### src/rtl/life_pkg.sv
// Shared types and grid geometry for the Game-of-Life generation scheduler.
// Grid is X_SIZE x Y_SIZE cells held in two ping-pong BRAM banks.
package life_pkg;

  localparam int X_SIZE       = 1280;
  localparam int Y_SIZE       = 720;
  localparam int Y_WIDTH      = $clog2(Y_SIZE);
  localparam int MAX_INFLIGHT = 4;

  typedef enum logic [1:0] {
    IDLE,
    LOAD,
    COMPUTE,
    WAIT_SWAP
  } state_e;

  localparam logic BANK_A = 1'b0;
  localparam logic BANK_B = 1'b1;

endpackage

### src/rtl/life_gen_scheduler_if.sv
// Row request handshake to the line buffer plus the row write-back strobe
// returned by the next-state stage.
interface life_gen_scheduler_if #(
  parameter int Y_WIDTH = life_pkg::Y_WIDTH
) ();

  logic               row_req_valid;
  logic               row_req_ready;
  logic [Y_WIDTH-1:0] row_req_addr;
  logic               row_wr_en;

  modport master (
    output row_req_valid,
    output row_req_addr,
    input  row_req_ready,
    input  row_wr_en
  );

  modport slave (
    input  row_req_valid,
    input  row_req_addr,
    output row_req_ready,
    output row_wr_en
  );

endinterface

### src/rtl/row_issue_tracker.sv
// Counts rows issued, rows written back and rows in flight for one generation.
// A write-back with nothing in flight only raises the sticky err flag.
module row_issue_tracker
  import life_pkg::*;
#(
  parameter int Y_SIZE       = life_pkg::Y_SIZE,
  parameter int Y_WIDTH      = life_pkg::Y_WIDTH,
  parameter int MAX_INFLIGHT = life_pkg::MAX_INFLIGHT
) (
  input  logic               clk,
  input  logic               rst,
  input  logic               start,
  input  logic               issue,
  input  logic               wb,
  output logic [Y_WIDTH-1:0] issued_addr,
  output logic               all_issued,
  output logic               all_written,
  output logic               credit_ok,
  output logic               err
);

  localparam int CW = Y_WIDTH + 1;
  localparam int IW = $clog2(MAX_INFLIGHT + 1);

  logic [CW-1:0] issued_q, issued_d;
  logic [CW-1:0] written_q, written_d;
  logic [IW-1:0] inflight_q, inflight_d;
  logic          err_q, err_d;
  logic          wb_ok;

  always_comb begin
    issued_d   = issued_q;
    written_d  = written_q;
    inflight_d = inflight_q;
    err_d      = err_q;
    wb_ok      = wb && (inflight_q != '0);
    if (wb && !wb_ok) begin
      err_d = 1'b1;
    end
    if (start) begin
      issued_d   = '0;
      written_d  = '0;
      inflight_d = '0;
    end else begin
      if (issue) begin
        issued_d = issued_q + CW'(1);
      end
      if (wb_ok) begin
        written_d = written_q + CW'(1);
      end
      // simultaneous issue and write-back cancel out
      case ({issue, wb_ok})
        2'b10:   inflight_d = inflight_q + IW'(1);
        2'b01:   inflight_d = inflight_q - IW'(1);
        default: inflight_d = inflight_q;
      endcase
    end
  end

  always_ff @(posedge clk) begin
    if (rst) begin
      issued_q   <= '0;
      written_q  <= '0;
      inflight_q <= '0;
      err_q      <= 1'b0;
    end else begin
      issued_q   <= issued_d;
      written_q  <= written_d;
      inflight_q <= inflight_d;
      err_q      <= err_d;
    end
  end

  assign issued_addr = issued_q[Y_WIDTH-1:0];
  assign all_issued  = (issued_q == CW'(Y_SIZE));
  assign all_written = (written_d == CW'(Y_SIZE));
  assign credit_ok   = (inflight_q < IW'(MAX_INFLIGHT));
  assign err         = err_q;

endmodule

### src/rtl/life_gen_scheduler.sv
// Game-of-Life generation sequencer: host load, row issue, frame-synced bank swap.
// Define LIFE_GEN_COUNT_EN to build the generation counter; otherwise gen_count is 0.
module life_gen_scheduler
  import life_pkg::*;
#(
  parameter int Y_SIZE       = life_pkg::Y_SIZE,
  parameter int Y_WIDTH      = life_pkg::Y_WIDTH,
  parameter int MAX_INFLIGHT = life_pkg::MAX_INFLIGHT
) (
  input  logic                 out_stream_aclk,
  input  logic                 periph_reset,
  input  logic                 load_start,
  input  logic                 load_row_valid,
  output logic                 load_row_ack,
  output logic                 load_wr_en,
  output logic [Y_WIDTH-1:0]   load_wr_addr,
  input  logic                 pause,
  input  logic                 step,
  input  logic                 frame_end,
  life_gen_scheduler_if.master rq,
  output logic                 bank_disp,
  output logic                 bank_wr,
  output logic                 busy,
  output logic                 gen_done,
  output logic                 err,
  output logic [31:0]          gen_count
);

  state_e             state_q, state_d;
  logic               bank_q, bank_d;
  logic               loaded_q, loaded_d;
  logic               pend_q, pend_d;
  logic               from_comp_q, from_comp_d;
  logic               gen_done_q, gen_done_d;
  logic [Y_WIDTH-1:0] ptr_q, ptr_d;

  logic               start;
  logic               ack;
  logic               req_valid;
  logic               issue;
  logic [Y_WIDTH-1:0] issued_addr;
  logic               all_issued;
  logic               all_written;
  logic               credit_ok;

  assign req_valid = (state_q == COMPUTE) && !all_issued && credit_ok;
  assign issue     = req_valid && rq.row_req_ready;

  row_issue_tracker #(
    .Y_SIZE       (Y_SIZE),
    .Y_WIDTH      (Y_WIDTH),
    .MAX_INFLIGHT (MAX_INFLIGHT)
  ) u_tracker (
    .clk         (out_stream_aclk),
    .rst         (periph_reset),
    .start       (start),
    .issue       (issue),
    .wb          (rq.row_wr_en),
    .issued_addr (issued_addr),
    .all_issued  (all_issued),
    .all_written (all_written),
    .credit_ok   (credit_ok),
    .err         (err)
  );

  always_comb begin
    state_d     = state_q;
    bank_d      = bank_q;
    loaded_d    = loaded_q;
    pend_d      = pend_q;
    from_comp_d = from_comp_q;
    gen_done_d  = 1'b0;
    ptr_d       = ptr_q;
    start       = 1'b0;
    ack         = 1'b0;
    unique case (state_q)
      IDLE: begin
        if (pend_q || load_start) begin
          state_d = LOAD;
          pend_d  = 1'b0;
          ptr_d   = '0;
        end else if (loaded_q && (!pause || step)) begin
          state_d = COMPUTE;
          start   = 1'b1;
        end
      end
      LOAD: begin
        if (load_row_valid) begin
          ack   = 1'b1;
          ptr_d = ptr_q + Y_WIDTH'(1);
          if (ptr_q == Y_WIDTH'(Y_SIZE - 1)) begin
            loaded_d    = 1'b1;
            from_comp_d = 1'b0;
            state_d     = WAIT_SWAP;
          end
        end
      end
      COMPUTE: begin
        if (all_written) begin
          from_comp_d = 1'b1;
          state_d     = WAIT_SWAP;
        end
      end
      WAIT_SWAP: begin
        // swap only on a frame boundary so scan-out never tears
        if (frame_end) begin
          bank_d     = ~bank_q;
          gen_done_d = from_comp_q;
          state_d    = IDLE;
        end
      end
      default: state_d = IDLE;
    endcase
    if ((state_q != IDLE) && load_start) begin
      pend_d = 1'b1;
    end
  end

  always_ff @(posedge out_stream_aclk) begin
    if (periph_reset) begin
      state_q     <= IDLE;
      bank_q      <= BANK_A;
      loaded_q    <= 1'b0;
      pend_q      <= 1'b0;
      from_comp_q <= 1'b0;
      gen_done_q  <= 1'b0;
      ptr_q       <= '0;
    end else begin
      state_q     <= state_d;
      bank_q      <= bank_d;
      loaded_q    <= loaded_d;
      pend_q      <= pend_d;
      from_comp_q <= from_comp_d;
      gen_done_q  <= gen_done_d;
      ptr_q       <= ptr_d;
    end
  end

`ifdef LIFE_GEN_COUNT_EN
  logic [31:0] gen_cnt_q, gen_cnt_d;

  always_comb begin
    gen_cnt_d = gen_cnt_q;
    if (gen_done_d) begin
      gen_cnt_d = gen_cnt_q + 32'd1;
    end
  end

  always_ff @(posedge out_stream_aclk) begin
    if (periph_reset) begin
      gen_cnt_q <= '0;
    end else begin
      gen_cnt_q <= gen_cnt_d;
    end
  end

  assign gen_count = gen_cnt_q;
`else
  assign gen_count = 32'd0;
`endif

  assign rq.row_req_valid = req_valid;
  assign rq.row_req_addr  = issued_addr;
  assign load_row_ack     = ack;
  assign load_wr_en       = ack;
  assign load_wr_addr     = ptr_q;
  assign bank_disp        = bank_q;
  assign bank_wr          = ~bank_q;
  assign busy             = (state_q != IDLE);
  assign gen_done         = gen_done_q;

endmodule

### src/flat_wrapper.sv
// flat-port wrapper written by rule: the top's interface ports become plain ports
module life_gen_scheduler_flat import life_pkg::*;
#(
  parameter int Y_SIZE       = life_pkg::Y_SIZE,
  parameter int Y_WIDTH      = life_pkg::Y_WIDTH,
  parameter int MAX_INFLIGHT = life_pkg::MAX_INFLIGHT
)
  (out_stream_aclk, periph_reset, load_start, load_row_valid, load_row_ack, load_wr_en, load_wr_addr, pause, step, frame_end, bank_disp, bank_wr, busy, gen_done, err, gen_count, rq_row_req_valid, rq_row_req_addr, rq_row_req_ready, rq_row_wr_en);
  life_gen_scheduler_if #(.Y_WIDTH(Y_WIDTH)) rq_i ();
  input  logic out_stream_aclk;
  input  logic periph_reset;
  input  logic load_start;
  input  logic load_row_valid;
  output logic load_row_ack;
  output logic load_wr_en;
  output logic [Y_WIDTH-1:0] load_wr_addr;
  input  logic pause;
  input  logic step;
  input  logic frame_end;
  output logic bank_disp;
  output logic bank_wr;
  output logic busy;
  output logic gen_done;
  output logic err;
  output logic [31:0] gen_count;
  output wire logic [$bits(rq_i.row_req_valid)-1:0] rq_row_req_valid;
  output wire logic [$bits(rq_i.row_req_addr)-1:0] rq_row_req_addr;
  input wire logic [$bits(rq_i.row_req_ready)-1:0] rq_row_req_ready;
  input wire logic [$bits(rq_i.row_wr_en)-1:0] rq_row_wr_en;
  assign rq_row_req_valid = rq_i.row_req_valid;
  assign rq_row_req_addr = rq_i.row_req_addr;
  assign rq_i.row_req_ready = rq_row_req_ready;
  assign rq_i.row_wr_en = rq_row_wr_en;
  life_gen_scheduler #(.Y_SIZE(Y_SIZE), .Y_WIDTH(Y_WIDTH), .MAX_INFLIGHT(MAX_INFLIGHT)) u_core (.out_stream_aclk(out_stream_aclk), .periph_reset(periph_reset), .load_start(load_start), .load_row_valid(load_row_valid), .load_row_ack(load_row_ack), .load_wr_en(load_wr_en), .load_wr_addr(load_wr_addr), .pause(pause), .step(step), .frame_end(frame_end), .rq(rq_i), .bank_disp(bank_disp), .bank_wr(bank_wr), .busy(busy), .gen_done(gen_done), .err(err), .gen_count(gen_count));
endmodule
### config.mk
export PLATFORM = sky130hd
export DESIGN_NAME = life_gen_scheduler_flat
export DESIGN_NICKNAME = d
export VERILOG_FILES = /design/src/rtl/life_pkg.sv /design/src/rtl/life_gen_scheduler_if.sv /design/src/rtl/row_issue_tracker.sv /design/src/rtl/life_gen_scheduler.sv /design/src/flat_wrapper.sv
export SDC_FILE = /design/constraint.sdc
export NUM_CORES = 1
export LEC_CHECK = 0
export ABC_CLOCK_PERIOD_IN_PS = 2170
export CAP_MARGIN = 20
export CORE_MARGIN = 3
export CORE_UTILIZATION = 44
export DETAILED_ROUTE_END_ITERATION = 6
export PLACE_DENSITY = 0.77
export SYNTH_ARGS = -nofsm -noshare
export SYNTH_HDL_FRONTEND = slang
export SYNTH_SLANG_ARGS = --single-unit
### constraint.sdc
create_clock -name out_stream_aclk -period 2.17 [get_ports out_stream_aclk]
set_input_delay 0.434 -clock out_stream_aclk [delete_from_list [all_inputs] [get_ports out_stream_aclk]]
set_output_delay 0.434 -clock out_stream_aclk [all_outputs]
set_load 0.01 [all_outputs]
; Word-level counts from Yosys, hierarchy flattened
; Cells that the tools add are included.
[word_totals]
elab_cells = 87
input_bits = 9
out_inout_bits = 60
regBits = 43
[op_classes]
n_bitwise = 3
muxes = 25
eq_ne = 14
order_cmp = 1
addsub = 5
reduce_logical = 28
[ops]
columns = op, count
row1 = 11-bit by 1-bit adder with 11-bit output (second input constant), 2
row2 = 11-bit by 10-bit equality test with 1-bit output (second input constant), 2
row3 = 11-bit two-way mux, 2
row4 = 10-bit two-way mux, 2
row5 = 10-bit one-hot mux with 2 select lines, 1
row6 = 2-bit two-way mux, 6
row7 = 2-bit nonzero test, 6
row8 = 1-bit two-way mux, 11
row9 = 10-bit by 1-bit adder with 10-bit output (second input constant), 1
row10 = 10-bit equality test (second input constant), 1
row11 = 2-bit one-hot mux with 4 select lines, 1
row12 = 1-bit logical AND, 7
row13 = 2-bit equality test (second input constant), 3
row14 = 2-bit by 1-bit != test with 1-bit output (second input constant), 3
row15 = 3-bit one-hot mux with 2 select lines, 1
row16 = 3-bit AND reduction, 2
row17 = 5-bit AND reduction, 1
row18 = 2-bit by 1-bit equality test with 1-bit output (second input constant), 2
row19 = 2-bit != test (second input constant), 2
row20 = 2-bit AND reduction, 2
row21 = 4-bit AND reduction, 1
row22 = 3-bit by 1-bit adder with 3-bit output (second input constant), 1
row23 = 1-bit logical NOT, 3
row24 = 3-bit less-than comparator (second input constant), 1
row25 = 9 further kinds, 12

; Logic depth before layout (Yosys ltp)
; Gate-level depths: netlist of run 1.
[logic_depth]
word_depth = 10
mapped_depth = 12

; Cells and area by module
; A second synthesis of run 1 with hierarchy kept.
[hier_totals]
hier_cells = 308
area_unflattened_um2 = 2663.8
[modules_own_cells]
columns = module, area_each_um2, cells_per_inst, seq_area_each_um2, n_inst
row1 = row_issue_tracker, 1435.1, 166, 520.5, 1
row2 = life_gen_scheduler, 1228.7, 142, 340.3, 1

; Worst setup path after synthesis of run 1
; No wires, ideal clock.
[synth_path]
kind = flip-flop to flip-flop
start = register u_core.u_tracker.issued_q[0]
end = register u_core.u_tracker.inflight_q[2]
path_buffers = 0
required_ns = 2.042
setup_slack_ns = -0.196
period_less_slack_ns = 2.366
setup_ns = 0.128
path_stages_with_launch = 13
t_arrival_ns = 2.238
path_cell_list = dfxtp_1 > inv_1 > ha_1 > nor4bb_1 > a41oi_1 > nand2_1 > ha_1 > inv_1 > fa_1 > xor2_1 > nor2_1 > xnor2_1 > nor2_1
[synth_via]
elab_chain_len = 7
[synth_rtl]
columns = element, line
row1 = from (decl), row_issue_tracker.sv:25  ; logic [CW-1:0] issued_q, issued_d;
row2 = from (signal assigned), row_issue_tracker.sv:67  ; issued_q <= issued_d;
row3 = 11-bit by 10-bit equality test with 1-bit output (*), row_issue_tracker.sv:75  ; assign all_issued = (issued_q == CW'(Y_SIZE));
row4 = 1-bit logical NOT (*), life_gen_scheduler.sv:46  ; assign req_valid = (state_q == COMPUTE) && !all_issued && credit_ok;
row5 = 1-bit logical AND (*) (2 in a row), life_gen_scheduler.sv:46
row6 = net rq_row_req_valid, flat_wrapper.sv:26  ; output wire logic [$bits(rq_i.row_req_valid)-1:0] rq_row_req_valid;
row7 = 1-bit logical AND (*), life_gen_scheduler.sv:47  ; assign issue = req_valid && rq.row_req_ready;
row8 = 2-bit by 1-bit equality test with 1-bit output / 2-bit equality test (equally long branches), row_issue_tracker.sv:52  ; case ({issue, wb_ok})
row9 = 3-bit one-hot mux with 2 select lines / 2-bit nonzero test (equally long branches), -
row10 = to (signal assigned), row_issue_tracker.sv:69  ; inflight_q <= inflight_d;
row11 = to (decl), row_issue_tracker.sv:27  ; logic [IW-1:0] inflight_q, inflight_d;
; Mark *: on every way through the listed nets, which the timed path passes. The rest lies on a longest branch.
; A chain may end at the register's enable or synchronous reset.

; Final worst setup path of run 1
[layout_path]
start = register u_core.u_tracker.issued_q[0]
end = register u_core.u_tracker.inflight_q[2]
[layout_via]
elab_chain_len = 7
[layout_rtl]
columns = element, line
row1 = 11-bit by 10-bit equality test with 1-bit output (*), row_issue_tracker.sv:75
row2 = 1-bit logical NOT (*), life_gen_scheduler.sv:46
row3 = 1-bit logical AND (*) (2 in a row), life_gen_scheduler.sv:46
row4 = 1-bit logical AND (*), life_gen_scheduler.sv:47
row5 = 2-bit by 1-bit equality test with 1-bit output / 2-bit equality test (equally long branches), row_issue_tracker.sv:52
row6 = 3-bit one-hot mux with 2 select lines / 2-bit nonzero test (equally long branches), -
; Mark *: on every way between the ends. The rest lies on a longest branch, timed or not.

==> results.sh, run 1 <==
export IMPL_status="finished clean"
export IMPL_fmax_mhz=465
export IMPL_cp_arrival_ns=2.36
export IMPL_clock_sinks=43
export IMPL_syn_inst=306
export IMPL_worst_slack_ns=0.0182
export IMPL_n_antenna_cell=0
export IMPL_place_ws_ns=-0.419
export IMPL_p_per_area_mw_per_mm2=729
export IMPL_final_cell_area_sq_mm=0.00357
export IMPL_setup_tns_ns=0
export IMPL_areaGrowthSynthToFinish_pct=37.3
export IMPL_cts_tree="yes"
export IMPL_setup_viol=0
export IMPL_nets=401
export IMPL_htree_levels=2
export IMPL_vdd_ir_drop_worst_mv=0.435
export IMPL_clock_latency_ns=0.31
export IMPL_grt_usage_pct=16.4
export IMPL_grt_max_degree=24
export IMPL_num_io_pins=69
export IMPL_critical_path_required_ns=2.38
export IMPL_cts_root_buf="clkbuf_8"
export IMPL_wl_per_cell_um=13.3
export IMPL_drive_above_1_share_pct=27.2
export IMPL_clkTransAtPathRegs_ns=0.09
export IMPL_clock_skew_ns=0.00440
export IMPL_drt_iter0_markers=77
export IMPL_gp_congestion=0.833
export IMPL_drc=0
export IMPL_synth_edf_count=0
export IMPL_port_buffers=36
export IMPL_post_route_util_pct=63.6
export IMPL_postRouteAntennaNets=0
export IMPL_crit_type="reg -> reg"
export IMPL_power_uw=2600
export IMPL_rows=27
export IMPL_grt_first_pass_wirelength_um=9320
export IMPL_synth_seq_area_share_pct=33.1
export IMPL_synth_seq_cells=43
export IMPL_vias=2221
export IMPL_cts_path_max_buffers=2
export IMPL_dieArea_sq_mm=0.00686
export IMPL_antenna_found_initial=0
export IMPL_hold_path_class="reg -> reg"
export IMPL_syn_cell_area_sq_mm=0.00260
export IMPL_first_global_vias=2075
export IMPL_placed_area_sq_mm=0.00320
export IMPL_fp_dieH_um=82.9
export IMPL_cts_buffers=5
export IMPL_cap_viol_max_count=0
export IMPL_hpwl_um=4220
export IMPL_wl_um=6060
export IMPL_dieWidth_um=82.9
export IMPL_synthArstFlopShare_pct=0
export IMPL_layout_commonest_cell="buf_4"
export IMPL_rsz0062_at_grt="true"
export IMPL_synthFlopType="dfxtp_1"
export IMPL_layout_common_cells="buf_4, nor2_1, dfxtp_1"
export IMPL_leakage_uw=0.00146
export IMPL_initial_utilization_pct=46.3
export IMPL_drt_pass1_iter_count=6
export IMPL_netlist_cell_type_count=49
export IMPL_grt_ovfl_total=0
export IMPL_viasPerCell=4.89
export IMPL_finalMaxSlewViolations=0
export IMPL_hold_viol_final=0
export IMPL_min_period_over_period_pct=99.2
export IMPL_worstSetupStartpointType="flip-flop"
export IMPL_synth_avg_cell_area_sq_um=8.49
export IMPL_coreArea_sq_mm=0.00561
export IMPL_post_route_min_period_ns=2.15
export IMPL_endpoint_kind="flip-flop"
export IMPL_critical_path_max_fanout=2
export IMPL_yosysWarnings=0
## repair_timing
action | CTS | global route
resized for setup | 11 | 37
setup buffers | 0 | 5
pin swaps | 10 | 15
hold buffers | 0 | 0
setup endpoints to repair | 7 | 9
## metal layers
layer / track usage [%] / vias up / part of all wire (%)
met5: 0 / - / 0
li1: - / 1098 / -
met2: 29.2 / 65 / 53
met4: 6.84 / 0 / 2.0
met3: 3.77 / 12 / 5.1
met1: 18.8 / 1046 / 40
## through the flow
step,hold slack (ns),instances
finish,0.479,454
global route,0.513,454
CTS,0.467,449
detailed placement,0.457,441
global placement,0.444,441
floorplan,0.424,337
## logic make-up after synthesis
family / count (synthesis) / share of synthesized area (%)
simple gates: 124 / 24.3
mux: 10 / 4.04
flops: 43 / 33.1
buf+inv: 62 / 15.3
compound gates: 27 / 8.09
fa+ha+maj: 11 / 5.59
xor+xnor: 28 / 9.44
other cells: 1 / 0.144
## synth_stat cells, types with 4 or more instances
cell type  count  area share, %
buf_4         43             12
nand2_1       27            3.9
nand4_1        7            1.7
nor4_1         4           0.96
nand3_1        9            1.7
nor2_1        41            5.9
xnor2_1        8            2.7
o21ai_0        4           0.77
mux2i_1        6            2.3
xor2_1        20            6.7
nand2b_1       6            1.4
ha_1          10            4.8
nor3_1         6            1.2
inv_1         13            1.9
dfxtp_1       43             33
a21oi_1       10            1.9
and3_1         5            1.2
nor2b_1        4           0.96
## layout make-up
class	instances	area (sq um)
clock inverter	3	43.8
tap	72	90.1
timing repair buffer	85	761
clock buffer	5	68.8
inverter	14	55.1
fill	483	2040
sequential	43	868
multi-input combinational	232	1680
## final timing paths
| kind | start | end | slack (ns) | cells past startpoint |
|---|---|---|---|---|
| setup / recovery | u_core.u_tracker.issued_q[0] | u_core.u_tracker.inflight_q[2] | 0.02 | 12 |
| hold / removal | u_core.from_comp_q | u_core.gen_done | 0.48 | 2 |
| setup reg to reg | u_core.u_tracker.issued_q[0] | u_core.u_tracker.inflight_q[2] | 0.02 | 12 |
| hold reg to reg | u_core.from_comp_q | u_core.gen_done | 0.48 | 2 |
## where the power goes
group	leakage (uW)	switching (uW)	internal, uW
registers	0.000350	32.3	838
logic	0.00105	504	581
clock network	0.0000581	301	343
## registers in the layout, summed over array words and instances (netlist names)
register and cells:
u_core.u_tracker.written_q 11, u_core.bank_disp 1, u_core.u_tracker.err 1, u_core.gen_done 1, u_core.u_tracker.inflight_q 3, u_core.loaded_q 1, u_core.from_comp_q 1, u_core.load_wr_addr 10
u_core.u_tracker.issued_q 11, u_core.pend_q 1, u_core.state_q 2
## critical path, stage by stage, from the launching register on
cell and delay (ns):
dfxtp_2 0.33, inv_2 0.07, ha_4 0.13, nor4bb_4 0.22, a41oi_2 0.18, nand2_2 0.13, ha_4 0.14, inv_2 0.03
fa_2 0.32, xor2_1 0.15, nor2_1 0.14, xnor2_1 0.14, nor2_1 0.06
No activity file was read; power rests on OpenSTA's default activity.
==> run 2, diff against run 1 <==
SKIP_CTS_REPAIR_TIMING = 1   (was not set)
==> run 2 against run 1 <==
  * The flow now finishes with violations (negative setup slack)
  * Cell area decreased by 2.6%
  * Sequential share of layout area is 0.62 points higher
  * Flip-flop and latch count stayed put
  * Utilization shrank 1.7 points
  * Clock power about the same
  * Die area stayed put
  * Sequential power about the same
  * Hold slack got worse by 0.0036 ns
  * Power fell by 2.0%
  * Worst setup slack worse by 0.044 ns
==> results.sh, run 2 (synthesized netlist as in run 1, its figures left out) <==
export IMPL_slew_headroom_pct=63.3
export IMPL_cp_arrival_ns=2.40
export IMPL_clock_sinks=43
export IMPL_cts_path_max_buffers=2
export IMPL_layout_commonest_cell="buf_4"
export IMPL_hpwl_um=4220
export IMPL_drive_above_1_share_pct=24.5
export IMPL_grt_max_degree=24
export IMPL_clock_skew_ns=0.00578
export IMPL_coreArea_sq_mm=0.00561
export IMPL_place_ws_ns=-0.419
export IMPL_final_cell_area_sq_mm=0.00347
export IMPL_ff2ff_setup_slack_ns=-0.03
export IMPL_fmax_mhz=455
export IMPL_dieArea_sq_mm=0.00686
export IMPL_hold_path_class="reg -> reg"
export IMPL_cts_root_buf="clkbuf_8"
export IMPL_antenna_found_initial=0
export IMPL_placed_area_sq_mm=0.00320
export IMPL_gp_congestion=0.833
export IMPL_wl_um=5850
export IMPL_worstSetupStartpointType="flip-flop"
export IMPL_initial_utilization_pct=46.3
export IMPL_htree_levels=2
export IMPL_tightest_slew_ns=0.551
export IMPL_hold_viol_final=0
export IMPL_finalMaxSlewViolations=0
export IMPL_post_route_min_period_ns=2.20
export IMPL_vias=2179
export IMPL_hold_start="u_core.loaded_q"
export IMPL_r2r_start="u_core.u_tracker.issued_q[0]"
export IMPL_crit_type="reg -> reg"
export IMPL_leakage_uw=0.00142
export IMPL_cts_buffers=5
export IMPL_hold_path_depth=2
export IMPL_layout_common_cells="buf_4, nor2_1, dfxtp_1"
export IMPL_reg2regPathDepth=12
export IMPL_viasPerCell=4.83
export IMPL_dieWidth_um=82.9
export IMPL_nets=398
export IMPL_drt_iter0_markers=77
export IMPL_num_io_pins=69
export IMPL_drt_pass1_iter_count=4
export IMPL_p_per_area_mw_per_mm2=733
export IMPL_fp_dieH_um=82.9
export IMPL_clkTransAtPathRegs_ns=0.09
export IMPL_critical_path_required_ns=2.37
export IMPL_clock_latency_ns=0.30
export IMPL_hold_worst_slack_ns=0.475
export IMPL_worst_slack_ns=-0.0262
export IMPL_layout_cells_non_filler=451
export IMPL_power_uw=2550
export IMPL_timing_rr_end="u_core.u_tracker.inflight_q[2]"
export IMPL_critical_path_max_fanout=2
export IMPL_wl_per_cell_um=13.0
export IMPL_rows=27
export IMPL_cap_viol_max_count=0
export IMPL_rsz0062_at_grt="true"
export IMPL_first_global_vias=2037
export IMPL_grt_first_pass_wirelength_um=9130
export IMPL_violations="negative setup slack"
export IMPL_min_to="u_core.loaded_q"
export IMPL_cts_tree="yes"
export IMPL_vdd_ir_drop_worst_mv=0.395
export IMPL_postRouteAntennaNets=0
export IMPL_nFillCells=507
export IMPL_n_antenna_cell=0
export IMPL_areaGrowthSynthToFinish_pct=33.7
export IMPL_endpoint_kind="flip-flop"
export IMPL_min_period_over_period_pct=101
export IMPL_grt_usage_pct=16.1
export IMPL_port_buffers=36
export IMPL_dp_cells=441
export IMPL_grt_ovfl_total=0
export IMPL_drc=0
export IMPL_setup_viol=2
export IMPL_status="finished, violations left"
[run 2: changes by cell type in the layout (fill, tap and decap cells not counted), moves of 2 or more]
cell and delta:
inv_1 +2, buf_4 -2, ha_2 -2, ha_1 +2
clkdlybuf4s50_1 +2, nor4_4 -2, inv_2 -2, nor4_2 +2
[run 2: worst max-delay path by stage]
stage                                             from                        endpoint  slack, ns
after floorplan           u_core.u_tracker.issued_q[1]  u_core.u_tracker.inflight_q[2]     -0.009
after global placement                    rq_row_wr_en               u_core.state_q[1]      -0.35
after detailed placement                  rq_row_wr_en               u_core.state_q[0]      -0.42
after CTS                 u_core.u_tracker.issued_q[0]                rq_row_req_valid      -0.21
after global routing      u_core.u_tracker.issued_q[0]  u_core.u_tracker.inflight_q[2]      -0.14
final                     u_core.u_tracker.issued_q[0]  u_core.u_tracker.inflight_q[2]      -0.03
[run 2: metrics by stage]
stage | util, % | TNS (ns)
final | 62.0 | -0.0286
after global placement | 57.1 | -1.49
after floorplan | - | -0.00872
after global routing | 62.0 | -0.399
after CTS | 59.1 | -0.700
after detailed placement | 57.1 | -1.77
[run 2: cell type report]
class / instances / area [sq um] / share of cell area, %
multi-input combinational: 232 / 1620 / 46.6
sequential: 43 / 867 / 25.0
timing repair buffer: 82 / 727 / 20.9
tap: 72 / 90.1 / 2.59
clock buffer: 5 / 68.8 / 1.98
inverter: 14 / 60.1 / 1.73
clock inverter: 3 / 43.8 / 1.26
[run 2: metal layers]
metal | track usage (%) | routed length (um) | share of wire (%) | up-vias
met5 | 0 | 0 | 0 | -
met4 | 6.84 | 85 | 1.5 | 0
met3 | 3.77 | 298 | 5.1 | 8
met2 | 28.4 | 3040 | 52 | 62
met1 | 18.5 | 2430 | 41 | 1015
li1 | - | - | - | 1094
[run 2: power by group]
part           leakage, uW  internal [uW]  switching [uW]
Combinational      0.00101            548             489
Clock            0.0000581            343             301
Sequential        0.000350            838            29.0
[run 2: critical path, stage by stage, from the launching register on]
cell and delay, ns:
dfxtp_2 0.33, inv_2 0.08, ha_4 0.14, nor4bb_4 0.21
a41oi_2 0.19, nand2_2 0.14, ha_4 0.14, inv_2 0.03
fa_2 0.32, xor2_1 0.16, nor2_1 0.14, xnor2_1 0.15
nor2_1 0.06
==> run 3, diff against run 2 <==
CTS_CLUSTER_DIAMETER = 100   (was not set)
==> results of run 3 <==
No change in the layout: final DEF, timing and power equal those of run 2.
